--- config.mk ---
export PLATFORM = sky130hd
export DESIGN_NAME = rtc_alarm_core
export DESIGN_NICKNAME = d
export VERILOG_FILES = /design/src/rtl/clock_pkg.sv /design/src/rtl/bcd_time_counter.sv /design/src/rtl/rtc_alarm_core.sv
export SDC_FILE = /design/constraint.sdc
export NUM_CORES = 1
export LEC_CHECK = 0
export BUFFER_PORTS_ARGS = -buffer_cell sky130_fd_sc_hd__buf_2
export CORE_UTILIZATION = 39
export CTS_BUF_LIST = sky130_fd_sc_hd__clkbuf_4 sky130_fd_sc_hd__clkbuf_8 sky130_fd_sc_hd__clkbuf_16
export DETAILED_ROUTE_END_ITERATION = 10
export GPL_ROUTABILITY_DRIVEN = 0
export SLEW_MARGIN = 20
export SYNTH_ARGS = -nofsm -noshare
export SYNTH_HDL_FRONTEND = slang
export SYNTH_SLANG_ARGS = --single-unit
export TNS_END_PERCENT = 5
--- constraint.sdc ---
create_clock -name clk -period 5.35 [get_ports clk]
set_input_delay 0.535 -clock clk [delete_from_list [all_inputs] [get_ports clk]]
set_output_delay 0.535 -clock clk [all_outputs]
set_load 0.1 [all_outputs]
--- src/rtl/clock_pkg.sv ---
// ============================================================================
// Module      : clock_pkg
// Description : Shared BCD time types, set-FSM states and validation helpers
//               for the RTC alarm core.
// Revision    : 1.0 - initial release
// ============================================================================
`default_nettype none

package clock_pkg;

    typedef struct packed {
        logic [3:0] h1;
        logic [3:0] h0;
        logic [3:0] m1;
        logic [3:0] m0;
        logic [3:0] s1;
        logic [3:0] s0;
    } bcd_time_t;

    typedef struct packed {
        logic [3:0] h1;
        logic [3:0] h0;
        logic [3:0] m1;
        logic [3:0] m0;
    } bcd_hm_t;

    typedef struct packed {
        logic      pm;
        bcd_time_t t;
    } disp12_t;

    typedef enum logic [1:0] {
        IDLE   = 2'd0,
        CHECK  = 2'd1,
        APPLY  = 2'd2,
        REJECT = 2'd3
    } set_state_e;

    function automatic logic hm_valid(input bcd_hm_t t);
        return ((t.h1 < 4'd2 && t.h0 <= 4'd9) || (t.h1 == 4'd2 && t.h0 <= 4'd3))
               && (t.m1 <= 4'd5) && (t.m0 <= 4'd9);
    endfunction

    function automatic logic time_valid(input bcd_time_t t);
        bcd_hm_t hm;
        hm.h1 = t.h1;
        hm.h0 = t.h0;
        hm.m1 = t.m1;
        hm.m0 = t.m0;
        return hm_valid(hm) && (t.s1 <= 4'd5) && (t.s0 <= 4'd9);
    endfunction

    // Input is assumed to be a legal 24-hour BCD time (it comes from the counter).
    function automatic disp12_t to_12h(input bcd_time_t t);
        disp12_t    d;
        logic [4:0] h24;
        logic [4:0] h12;
        h24  = 5'(t.h1) * 5'd10 + 5'(t.h0);
        d.t  = t;
        d.pm = (h24 >= 5'd12);
        if (h24 == 5'd0) begin
            h12 = 5'd12;
        end else if (h24 > 5'd12) begin
            h12 = h24 - 5'd12;
        end else begin
            h12 = h24;
        end
        d.t.h1 = (h12 >= 5'd10) ? 4'd1 : 4'd0;
        d.t.h0 = (h12 >= 5'd10) ? 4'(h12 - 5'd10) : 4'(h12);
        return d;
    endfunction

endpackage

`default_nettype wire

--- src/rtl/bcd_time_counter.sv ---
// ============================================================================
// Module      : bcd_time_counter
// Description : Six-digit BCD hh:mm:ss cascade with load and increment.
// Revision    : 1.0 - initial release
// ============================================================================
`default_nettype none

module bcd_time_counter
    import clock_pkg::*;
(
    input  logic      clk,
    input  logic      r_n,
    input  logic      inc,
    input  logic      load,
    input  bcd_time_t load_val,
    output bcd_time_t q,
    output bcd_time_t nxt,
    output logic      wrap
);

    bcd_time_t r_q;
    bcd_time_t w_nxt;

    always_comb begin
        w_nxt = r_q;
        if (r_q.s0 == 4'd9) begin
            w_nxt.s0 = 4'd0;
            if (r_q.s1 == 4'd5) begin
                w_nxt.s1 = 4'd0;
                if (r_q.m0 == 4'd9) begin
                    w_nxt.m0 = 4'd0;
                    if (r_q.m1 == 4'd5) begin
                        w_nxt.m1 = 4'd0;
                        if (r_q.h1 == 4'd2 && r_q.h0 == 4'd3) begin
                            w_nxt.h1 = 4'd0;
                            w_nxt.h0 = 4'd0;
                        end else if (r_q.h0 == 4'd9) begin
                            w_nxt.h0 = 4'd0;
                            w_nxt.h1 = r_q.h1 + 4'd1;
                        end else begin
                            w_nxt.h0 = r_q.h0 + 4'd1;
                        end
                    end else begin
                        w_nxt.m1 = r_q.m1 + 4'd1;
                    end
                end else begin
                    w_nxt.m0 = r_q.m0 + 4'd1;
                end
            end else begin
                w_nxt.s1 = r_q.s1 + 4'd1;
            end
        end else begin
            w_nxt.s0 = r_q.s0 + 4'd1;
        end
    end

    // A load takes priority over a concurrent increment.
    always_ff @(posedge clk or negedge r_n) begin
        if (!r_n) begin
            r_q <= '0;
        end else if (load) begin
            r_q <= load_val;
        end else if (inc) begin
            r_q <= w_nxt;
        end
    end

    assign q    = r_q;
    assign nxt  = w_nxt;
    assign wrap = inc && !load && (r_q == 24'h235959);

endmodule

`default_nettype wire

--- src/rtl/rtc_alarm_core.sv ---
// ============================================================================
// Module      : rtc_alarm_core
// Description : BCD time-of-day clock with 1 Hz prescaler, validated set
//               handshake, 12/24-hour display and sticky hh:mm alarms.
// Revision    : 1.0 - initial release
// ============================================================================
`default_nettype none

module rtc_alarm_core #(
    parameter  int TICK_DIV   = 1000,
    parameter  int NUM_ALARMS = 2,
    localparam int AW         = (NUM_ALARMS > 1) ? $clog2(NUM_ALARMS) : 1
) (
    input  logic                  clk,
    input  logic                  r_n,
    input  logic                  hour_24,
    input  logic                  set_valid,
    output logic                  set_ready,
    input  logic [23:0]           set_time,
    input  logic                  alm_wr,
    input  logic [AW-1:0]         alm_idx,
    input  logic [15:0]           alm_time,
    input  logic                  alm_en,
    input  logic [NUM_ALARMS-1:0] alm_ack,
    output logic                  set_err,
    output logic [23:0]           time_bcd,
    output logic [23:0]           disp_bcd,
    output logic                  am,
    output logic                  pm,
    output logic                  sec_tick,
    output logic [NUM_ALARMS-1:0] alm_pend
);

    import clock_pkg::*;

    localparam int              c_presc_w   = $clog2(TICK_DIV);
    localparam [c_presc_w-1:0]  c_presc_max = c_presc_w'(TICK_DIV - 1);

    set_state_e           r_state;
    set_state_e           w_state_nxt;
    bcd_time_t            r_cap;
    logic [c_presc_w-1:0] r_presc;
    logic                 r_set_err;
    logic                 r_sec_tick;

    bcd_time_t w_time;
    bcd_time_t w_nxt;
    bcd_hm_t   w_nxt_hm;
    bcd_hm_t   w_alm_hm;
    disp12_t   w_12h;
    logic      w_tick;
    logic      w_apply;
    logic      w_inc;
    logic      w_wrap;
    logic      w_min_roll;
    logic      w_set_rej;
    logic      w_alm_ok;
    logic      w_alm_rej;

    // The load cycle owns the prescaler, so a coincident tick is dropped.
    assign w_tick  = (r_presc == c_presc_max);
    assign w_apply = (r_state == APPLY);
    assign w_inc   = w_tick && !w_apply;

    always_ff @(posedge clk or negedge r_n) begin
        if (!r_n) begin
            r_presc <= '0;
        end else if (w_apply || w_tick) begin
            r_presc <= '0;
        end else begin
            r_presc <= r_presc + c_presc_w'(1);
        end
    end

    always_ff @(posedge clk or negedge r_n) begin
        if (!r_n) begin
            r_state <= IDLE;
            r_cap   <= '0;
        end else begin
            r_state <= w_state_nxt;
            if (r_state == IDLE && set_valid) begin
                r_cap <= bcd_time_t'(set_time);
            end
        end
    end

    always_comb begin
        w_state_nxt = r_state;
        w_set_rej   = 1'b0;
        case (r_state)
            IDLE: begin
                if (set_valid) begin
                    w_state_nxt = CHECK;
                end
            end
            CHECK: begin
                if (time_valid(r_cap)) begin
                    w_state_nxt = APPLY;
                end else begin
                    w_state_nxt = REJECT;
                    w_set_rej   = 1'b1;
                end
            end
            APPLY:   w_state_nxt = IDLE;
            REJECT:  w_state_nxt = IDLE;
            default: w_state_nxt = IDLE;
        endcase
    end

    assign set_ready = (r_state == IDLE);

    bcd_time_counter u_counter (
        .clk      (clk),
        .r_n      (r_n),
        .inc      (w_inc),
        .load     (w_apply),
        .load_val (r_cap),
        .q        (w_time),
        .nxt      (w_nxt),
        .wrap     (w_wrap)
    );

    // Alarms compare against the value the tick is about to produce.
    assign w_min_roll = w_inc && (w_nxt.s1 == 4'd0) && (w_nxt.s0 == 4'd0);
    assign w_nxt_hm   = w_wrap ? '0 : {w_nxt.h1, w_nxt.h0, w_nxt.m1, w_nxt.m0};

    assign w_alm_hm  = bcd_hm_t'(alm_time);
    assign w_alm_ok  = alm_wr && (32'(alm_idx) < NUM_ALARMS) && hm_valid(w_alm_hm);
    assign w_alm_rej = alm_wr && !w_alm_ok;

    always_ff @(posedge clk or negedge r_n) begin
        if (!r_n) begin
            r_set_err  <= 1'b0;
            r_sec_tick <= 1'b0;
        end else begin
            r_set_err  <= w_set_rej || w_alm_rej;
            r_sec_tick <= w_inc;
        end
    end

    assign set_err  = r_set_err;
    assign sec_tick = r_sec_tick;

    for (genvar i = 0; i < NUM_ALARMS; i++) begin : g_alarm
        logic    r_en;
        logic    r_pend;
        bcd_hm_t r_hm;
        logic    w_hit;
        logic    w_match;

        assign w_hit   = w_alm_ok && (alm_idx == AW'(i));
        assign w_match = w_min_roll && r_en && (r_hm == w_nxt_hm);

        // A match uses the configuration held before any same-cycle write, and beats clears.
        always_ff @(posedge clk or negedge r_n) begin
            if (!r_n) begin
                r_en   <= 1'b0;
                r_hm   <= '0;
                r_pend <= 1'b0;
            end else begin
                if (w_hit) begin
                    r_en <= alm_en;
                    r_hm <= w_alm_hm;
                end
                if (w_match) begin
                    r_pend <= 1'b1;
                end else if (w_hit || alm_ack[i]) begin
                    r_pend <= 1'b0;
                end
            end
        end

        assign alm_pend[i] = r_pend;
    end

    assign w_12h    = to_12h(w_time);
    assign time_bcd = w_time;
    assign disp_bcd = hour_24 ? w_time : w_12h.t;
    assign am       = !hour_24 && !w_12h.pm;
    assign pm       = !hour_24 && w_12h.pm;

endmodule

`default_nettype wire
==> impl_metrics.csv, run 1 <==
group,metric,value,unit
worst_setup_path,reg2reg_setup_slack,2.11,ns
detailed_routing,drt-initial-drc-count,253,
synthesis,ys.flop_type,"dfrtp_1",
grt,grt_pass1_wl,27240,microns
grt,grt_max_degree,72,
grt,globalRoute.totalOverflow,0,
clock_network,cts.path.max_buffers,2,
synthesis,number_of_flip_flops_and_latches_in_the_synthesized_netlist,98,
floorplan,initial_core_util,39.74,%
clock_network,cts_made_buffers,9,
worst_setup_path,worst_ep_required_time,4.82,ns
timing,final_hold_vios,0,
layout,areaGrowthSynthToFinish,12.37,%
grt,number_of_antenna_violations_at_the_first_check_in_global_routing,0,
timing,final_min_period_over_clock_period,85.72,%
timing,timing_worst_slew_pin_value,1.003,ns
synthesis,avgSynthCellArea,9.647,sq um
detailed_routing,route.detailed.vias_per_inst,5.588,
synthesis,netlist_area,0.006290,sq mm
detailed_routing,routed-via-count,5236,
layout,layout.nets,780,
min_path,worstHoldPathType,"input port to asynchronous set/reset pin",
synthesis,synthDistinctLibCells,77,
floorplan,design.die.area,0.01664,sq mm
floorplan,design.portCount,104,
clock_network,cts.sink_count,98,
detailed_routing,routed_wire_length,16820,microns
place,detailedPlace.worstSlack,1.201,ns
grt,number_of_global_route_vias_before_repair,5194,
run,max_cap_violations,0,
worst_setup_path,critical-path-slowest-cell,"dfrtp_1",
layout,layout-drive-gt1-share,28.02,%
clock_network,post_cts.repair.setup_buffers,0,
timing,final-setup-viol-count,0,
layout,antenna_cells,0,
clock_network,buffer_cell_driving_the_clock_tree_root,"clkbuf_16",
worst_setup_path,criticalPathCategory,"flop to primary output",
synthesis,syn_nets,714,
synthesis,synth_seq_area_share,38.99,%
clock_network,number_of_buffers_inserted_for_hold_repair_after_clock_tree_synthesis,0,
floorplan,chipHeight,129.0,microns
clock_network,cts.clk_slew.worst_paths,0.07,ns
place,portBuffers,103,
worst_setup_path,worst_r2r_startpoint,"u_counter.q[15]",
timing,clock.fmax,218.1,MHz
layout,stdcell_area,0.007068,sq mm
detailed_routing,drt_first_pass_iters,5,
timing,rsz0062_at_grt,"no",
floorplan,coreArea,0.01583,sq mm
floorplan,horizontal_die_dimension,129.0,microns
place,dpl-instance-area,0.006805,sq mm
place,post-dp-hpwl,12410,microns
layout,layout.cells.most_common,"buf_2",
synthesis,yosysWarningCount,0,
timing,slew_headroom,32.81,%
timing,worst_clock_skew,0.005656,ns
worst_setup_path,crit_start,"u_counter.q[22]",
detailed_routing,antenna_left,0,
layout,layout_common_cells,"102 x buf_2, 98 x dfrtp_1, 53 x mux2_2",
synthesis,syn_inst,652,
worst_setup_path,path_cells,"ha_1 > ha_1 > xor2_1 > inv_1 > ha_1 > nand2_1 > o21ai_0 > a21oi_1 > ha_1 > o31ai_1 > a2111oi_0 > nor3_1 > buf_2",
layout,final.fill_count,1557,
worst_setup_path,worst_setup_path_start_kind,"flop",
worst_setup_path,timing.critical_path.mode_cell,"ha_1",
worst_setup_path,slowest_delay,0.62,ns
clock_network,postCtsResizedCells,0,
clock_network,htreeDepth,3,
clock_network,clkLatencyLatePin,0.35,ns
worst_setup_path,critical_path.endpoint_type,"primary output",
grt,grt_util_all_layers,21.23,%
synthesis,synth_enable_flop_cells,0,
worst_setup_path,arrival,4.05,ns
timing,timing.final.max_slew_violations,0,
clock_network,tritoncts,"yes",
worst_setup_path,critical_path_peak_fanout,11,
timing,setup_slack,0.7640,ns
floorplan,placement_rows,46,
synthesis,asyncSetResetFlopFracSynth,100.0,%
run_status,run_status,"complete, no violations",
detailed_routing,route.detailed.drc,0,
detailed_routing,routedWlPerCell,17.95,microns
timing,min_period,4.586,ns
-- kinds of logic (layout without fill, tap and decap cells) --
group	after synthesis	after routing	synth area share (%)
compound gates	142	142	14.58
xor+xnor	43	43	6.425
fa+ha+maj	13	13	2.705
buf+inv	72	141	6.127
flops	98	98	38.99
mux	57	57	10.13
simple gates	227	227	21.05
-- metal layers --
layer	vias to the layer above	share of wire, %	global-route usage, %
met5	-	0	0
met2	158	50	36.31
met1	2563	44	27.07
met4	0	1.8	8.720
met3	21	4.6	2.869
li1	2494	-	-
-- Yosys cell counts (3+ instances only) --
library cell / count / share of area, %
dfrtp_1: 98 / 39
mux2_2: 53 / 9.5
nand2_1: 51 / 3.0
o21ai_0: 49 / 3.9
nor2_1: 35 / 2.1
nand3_1: 30 / 2.4
a21oi_1: 26 / 2.1
xor2_1: 24 / 3.3
clkbuf_1: 21 / 1.3
inv_1: 19 / 1.1
buf_4: 18 / 2.1
xnor2_1: 17 / 2.4
nor3_1: 14 / 1.1
nor2b_1: 13 / 1.3
ha_1: 12 / 2.4
a31oi_1: 11 / 1.1
and3_1: 10 / 0.99
nand4_1: 9 / 0.90
and2_1: 8 / 0.80
nand2b_1: 7 / 0.70
buf_2: 6 / 0.48
nand4b_1: 6 / 0.84
nor4_1: 6 / 0.60
or3_1: 6 / 0.60
nand3b_1: 5 / 0.60
o2111ai_1: 5 / 0.70
o211ai_1: 5 / 0.60
o31ai_1: 5 / 0.60
a2111oi_0: 4 / 0.56
a211oi_1: 4 / 0.48
mux2i_1: 4 / 0.64
nor3b_1: 4 / 0.48
o22ai_1: 4 / 0.40
o311ai_0: 4 / 0.56
o32ai_1: 4 / 0.56
or2_2: 3 / 0.30
-- layout make-up --
cell class                 count  area (sq um)  area share (%)
tap                          216         270.3           3.824
sequential                    98          2452           34.70
inverter                      20         75.07           1.062
multi-input combinational    482          3461           48.96
clock buffer                  10         232.7           3.293
timing repair buffer         107         548.0           7.754
clock inverter                 4         28.78          0.4072
-- stage by stage --
stage	hold slack, ns	util, %	cells	setup TNS, ns
2_1_floorplan	0.2394	-	652	-0.2880
3_3_place_gp	0.4622	43.00	923	0
3_5_place_dp	0.4715	43.00	923	0
4_1_cts	0.09368	44.65	937	0
5_1_grt	0.1167	44.66	937	0
6_report	0.08686	44.66	937	0
-- worst max-delay path: cells and delay by family, from the launching register on --
family,cells,cell delay (ns)
XOR/XNOR,1,0.26
buffers and inverters,2,0.46
AO/OA/AOI/OAI,4,0.97
flip-flops,1,0.62
AND/OR/NAND/NOR,2,0.26
adder cells (fa/ha/maj),4,1.11
-- worst paths after layout --
check / endpoint / depth (start not counted)
setup / recovery: disp_bcd[17] / 13
hold / removal: g_alarm[1].r_en / 1
setup reg to reg: g_alarm[1].r_pend / 7
hold reg to reg: u_counter.q[0] / 2
max in group asynchronous: u_counter.q[18] / 2
min in group clk: g_alarm[0].r_pend / 2
-- registers in the layout (all words and copies together) (netlist names) --
signal	flops
g_alarm.r_hm	32
r_state	2
sec_tick	1
u_counter.q	24
set_err	1
r_presc	10
g_alarm.r_en	2
r_cap	24
g_alarm.r_pend	2
Power of run 1 is not shown: default switching activity piles up to over one toggle a cycle in this logic, so the estimate is an artifact.
==> run 2, diff against run 1 <==
--- a/config.mk
+++ b/config.mk
@@ -13,5 +13,6 @@
 export SLEW_MARGIN = 20
 export SYNTH_ARGS = -nofsm -noshare
 export SYNTH_HDL_FRONTEND = slang
+export SYNTH_HIERARCHICAL = 1
 export SYNTH_SLANG_ARGS = --single-unit
 export TNS_END_PERCENT = 5
==> impl_metrics.csv, run 2 <==
group,metric,value,unit
clock_network,number_of_buffers_inserted_for_hold_repair_after_clock_tree_synthesis,0,
detailed_routing,route.detailed.drc,0,
clock_network,buffer_cell_driving_the_clock_tree_root,"clkbuf_16",
timing,final_min_period_over_clock_period,81.58,%
floorplan,initial_core_util,40.55,%
clock_network,cts.sink_count,98,
grt,grt_max_degree,53,
detailed_routing,drt_first_pass_iters,6,
synthesis,synth.top_cell.area_share,39.35,%
floorplan,design.portCount,104,
worst_setup_path,critical_path.endpoint_type,"primary output",
layout,antenna_cells,0,
timing,slew_headroom,37.79,%
floorplan,horizontal_die_dimension,128.4,microns
worst_setup_path,worst_setup_path_start_kind,"flop",
detailed_routing,routed-via-count,5340,
synthesis,post_synthesis_cell_type_with_the_largest_combined_area,"dfrtp_1",
timing,rsz0062_at_grt,"no",
worst_setup_path,timing.critical_path.max_delay_family,"adder cells",
layout,final.fill_count,1462,
worst_setup_path,worst_ep_required_time,4.82,ns
detailed_routing,routed_wire_length,16290,microns
grt,grt_pass1_wl,26720,microns
floorplan,placement_rows,45,
timing,final-setup-viol-count,0,
floorplan,chipHeight,128.4,microns
worst_setup_path,path_cells,"ha_1 > ha_1 > xor2_1 > inv_1 > ha_1 > nand2_1 > o21ai_0 > a21oi_1 > ha_1 > o31a_1 > nor3_1 > nor3_2 > buf_2",
worst_setup_path,criticalPathCategory,"flop to primary output",
worst_setup_path,critical-path-slowest-cell,"dfrtp_1",
worst_setup_path,timing.critical_path.mode_cell,"ha_1",
clock_network,tritoncts,"yes",
run,max_cap_violations,0,
clock_network,clkLatencyLatePin,0.35,ns
layout,largest_register_ff_count,32,
grt,grt-busiest-layer,"met2",
min_path,worstHoldPathType,"input port to asynchronous set/reset pin",
timing,timing.final.max_slew_violations,0,
grt,global_route.usage.met2,34.40,%
layout,layout.cells.most_common,"buf_2",
grt,grt_util_all_layers,20.69,%
detailed_routing,drt-initial-drc-count,404,
worst_setup_path,arrival,3.83,ns
place,portBuffers,103,
worst_setup_path,timing.reg2reg.worst_path_depth,11,
layout,layout-drive-gt1-share,26.91,%
synthesis,synthMostInstantiatedCell,"dfrtp_1",
synthesis,number_of_flip_flops_and_latches_in_the_synthesized_netlist,98,
timing,clock.fmax,229.1,MHz
synthesis,synth.cells.most_frequent,"98 x dfrtp_1, 48 x nor2_1, 41 x mux2_2, 40 x o21ai_0, 38 x nand2_1",
clock_network,cts.clk_slew.worst_paths,0.07,ns
timing,final_hold_vios,0,
grt,grt_use_met1,26.84,%
floorplan,coreArea,0.01537,sq mm
layout,layout.nets,778,
detailed_routing,route.detailed.vias_per_inst,5.730,
layout,area_taken_by_flip_flops_and_latches,0.002452,sq mm
synthesis,netlist_area,0.006232,sq mm
clock_network,cts.path.max_buffers,2,
synthesis,synth_seq_area_share,39.35,%
clock_network,htreeDepth,3,
detailed_routing,routedWlPerCell,17.48,microns
timing,timing_worst_slew_pin_value,0.9234,ns
grt,number_of_antenna_violations_at_the_first_check_in_global_routing,0,
timing,tns,0,ns
worst_setup_path,slowest_delay,0.57,ns
synthesis,synth.top_cells.by_area,"dfrtp_1 39%, mux2_2 7.4%, o21ai_0 3.2%, nor2_1 2.9%, xnor2_1 2.5%",
layout,top_register,"g_alarm.r_hm",
synthesis,ys.flop_type,"dfrtp_1",
synthesis,yosysWarningCount,6,
run_status,run_status,"complete, no violations",
synthesis,syn_inst,644,
layout,layout_common_cells,"102 x buf_2, 98 x dfrtp_1, 48 x nor2_1",
timing,worst_clock_skew,0.005892,ns
floorplan,design.die.area,0.01649,sq mm
grt,globalRoute.totalOverflow,0,
worst_setup_path,cp.depth,13,
synthesis,asyncSetResetFlopFracSynth,100.0,%
synthesis,synthDistinctLibCells,86,
detailed_routing,antenna_left,0,
synthesis,syn_nets,706,
clock_network,postCtsResizedCells,0,
layout,multi_input_area,0.003410,sq mm
timing,min_period,4.364,ns
place,post-dp-hpwl,11740,microns
clock_network,post_cts.repair.setup_buffers,0,
grt,number_of_global_route_vias_before_repair,5274,
synthesis,synth_enable_flop_cells,0,
worst_setup_path,timing.critical_path.buf_inv,2,
grt,groute.layer.met3.usage,2.744,%
synthesis,avgSynthCellArea,9.677,sq um
clock_network,cts_made_buffers,9,
worst_setup_path,critical_path_peak_fanout,10,
layout,areaGrowthSynthToFinish,14.09,%
run 2: changes by cell type in the layout (fill, tap and decap cells not counted), moves of 8 or more:
cell     before  now
inv_1        19   34
a21oi_1      26   13
nand2_1      51   38
nor2_1       35   48
mux2_1        0   12
mux2_2       53   41
xor2_1       24   13
nand3_1      30   20
a31oi_1      11   20
o21ai_0      49   40
o31ai_1       5   13
run 2: path summary, 6_finish.rpt:
check                                     start           endpoint  slack (ns)
worst max-delay path            u_counter/q[20]       disp_bcd[17]        0.99
worst min-delay path                        r_n            set_err        0.20
worst max register to register  u_counter/q[16]  g_alarm[0].r_pend        1.54
worst min register to register       r_state[1]         r_state[1]        0.47
max in group asynchronous                   r_n           r_cap[8]        4.05
min in group clk                   set_time[19]          r_cap[19]        0.41
run 2: logic make-up (layout without fill, tap and decap cells):
logic type / count (synthesis) / count (layout) / synth area share [%]
compound gates: 155 / 155 / 17.67
simple gates: 209 / 209 / 19.01
buf+inv: 80 / 157 / 6.204
flops: 98 / 98 / 39.35
fa+ha+maj: 13 / 13 / 2.730
xor+xnor: 32 / 32 / 4.738
mux: 57 / 57 / 10.30
run 2: cell type report:
class	count	area share [%]
sequential	98	34.49
multi-input combinational	466	47.95
clock buffer	12	3.660
timing repair buffer	107	7.707
inverter	34	1.795
clock inverter	4	0.6863
tap	211	3.713
run 2: worst register-to-register path, cell delays in order, from the launching register on:
cell      delay [ns]
dfrtp_1         0.57
ha_1            0.28
nor4bb_1        0.75
a21oi_1         0.35
o31ai_1         0.33
o31ai_1         0.13
inv_1           0.16
o22ai_1         0.11
nor3_1          0.21
a31oi_1         0.07
or3_1           0.42
o32ai_1         0.32
run 2: through the flow:
| step | std cells | hold slack, ns | util (%) | setup slack [ns] | area (sq um) |
|---|---|---|---|---|---|
| detailed placement | 916 | 0.4599 | 44.24 | 1.394 | 6800 |
| global route | 932 | 0.2570 | 46.26 | 0.7139 | 7111 |
| finish | 932 | 0.1958 | 46.26 | 0.9856 | 7111 |
| floorplan | 644 | 0.2394 | - | 0.4784 | 6232 |
| CTS | 932 | 0.2157 | 46.25 | 1.003 | 7109 |
| global placement | 916 | 0.4409 | 44.24 | 1.544 | 6800 |
run 2: routing by layer:
| layer | vias to the layer above | wire length (microns) | share of wire (%) |
|---|---|---|---|
| met1 | 2626 | 7249 | 44 |
| li1 | 2502 | - | - |
| met4 | 0 | 422 | 2.6 |
| met5 | - | 0 | 0 |
| met2 | 186 | 7793 | 48 |
| met3 | 26 | 827 | 5.1 |
Power of run 2 is left out for the same reason.
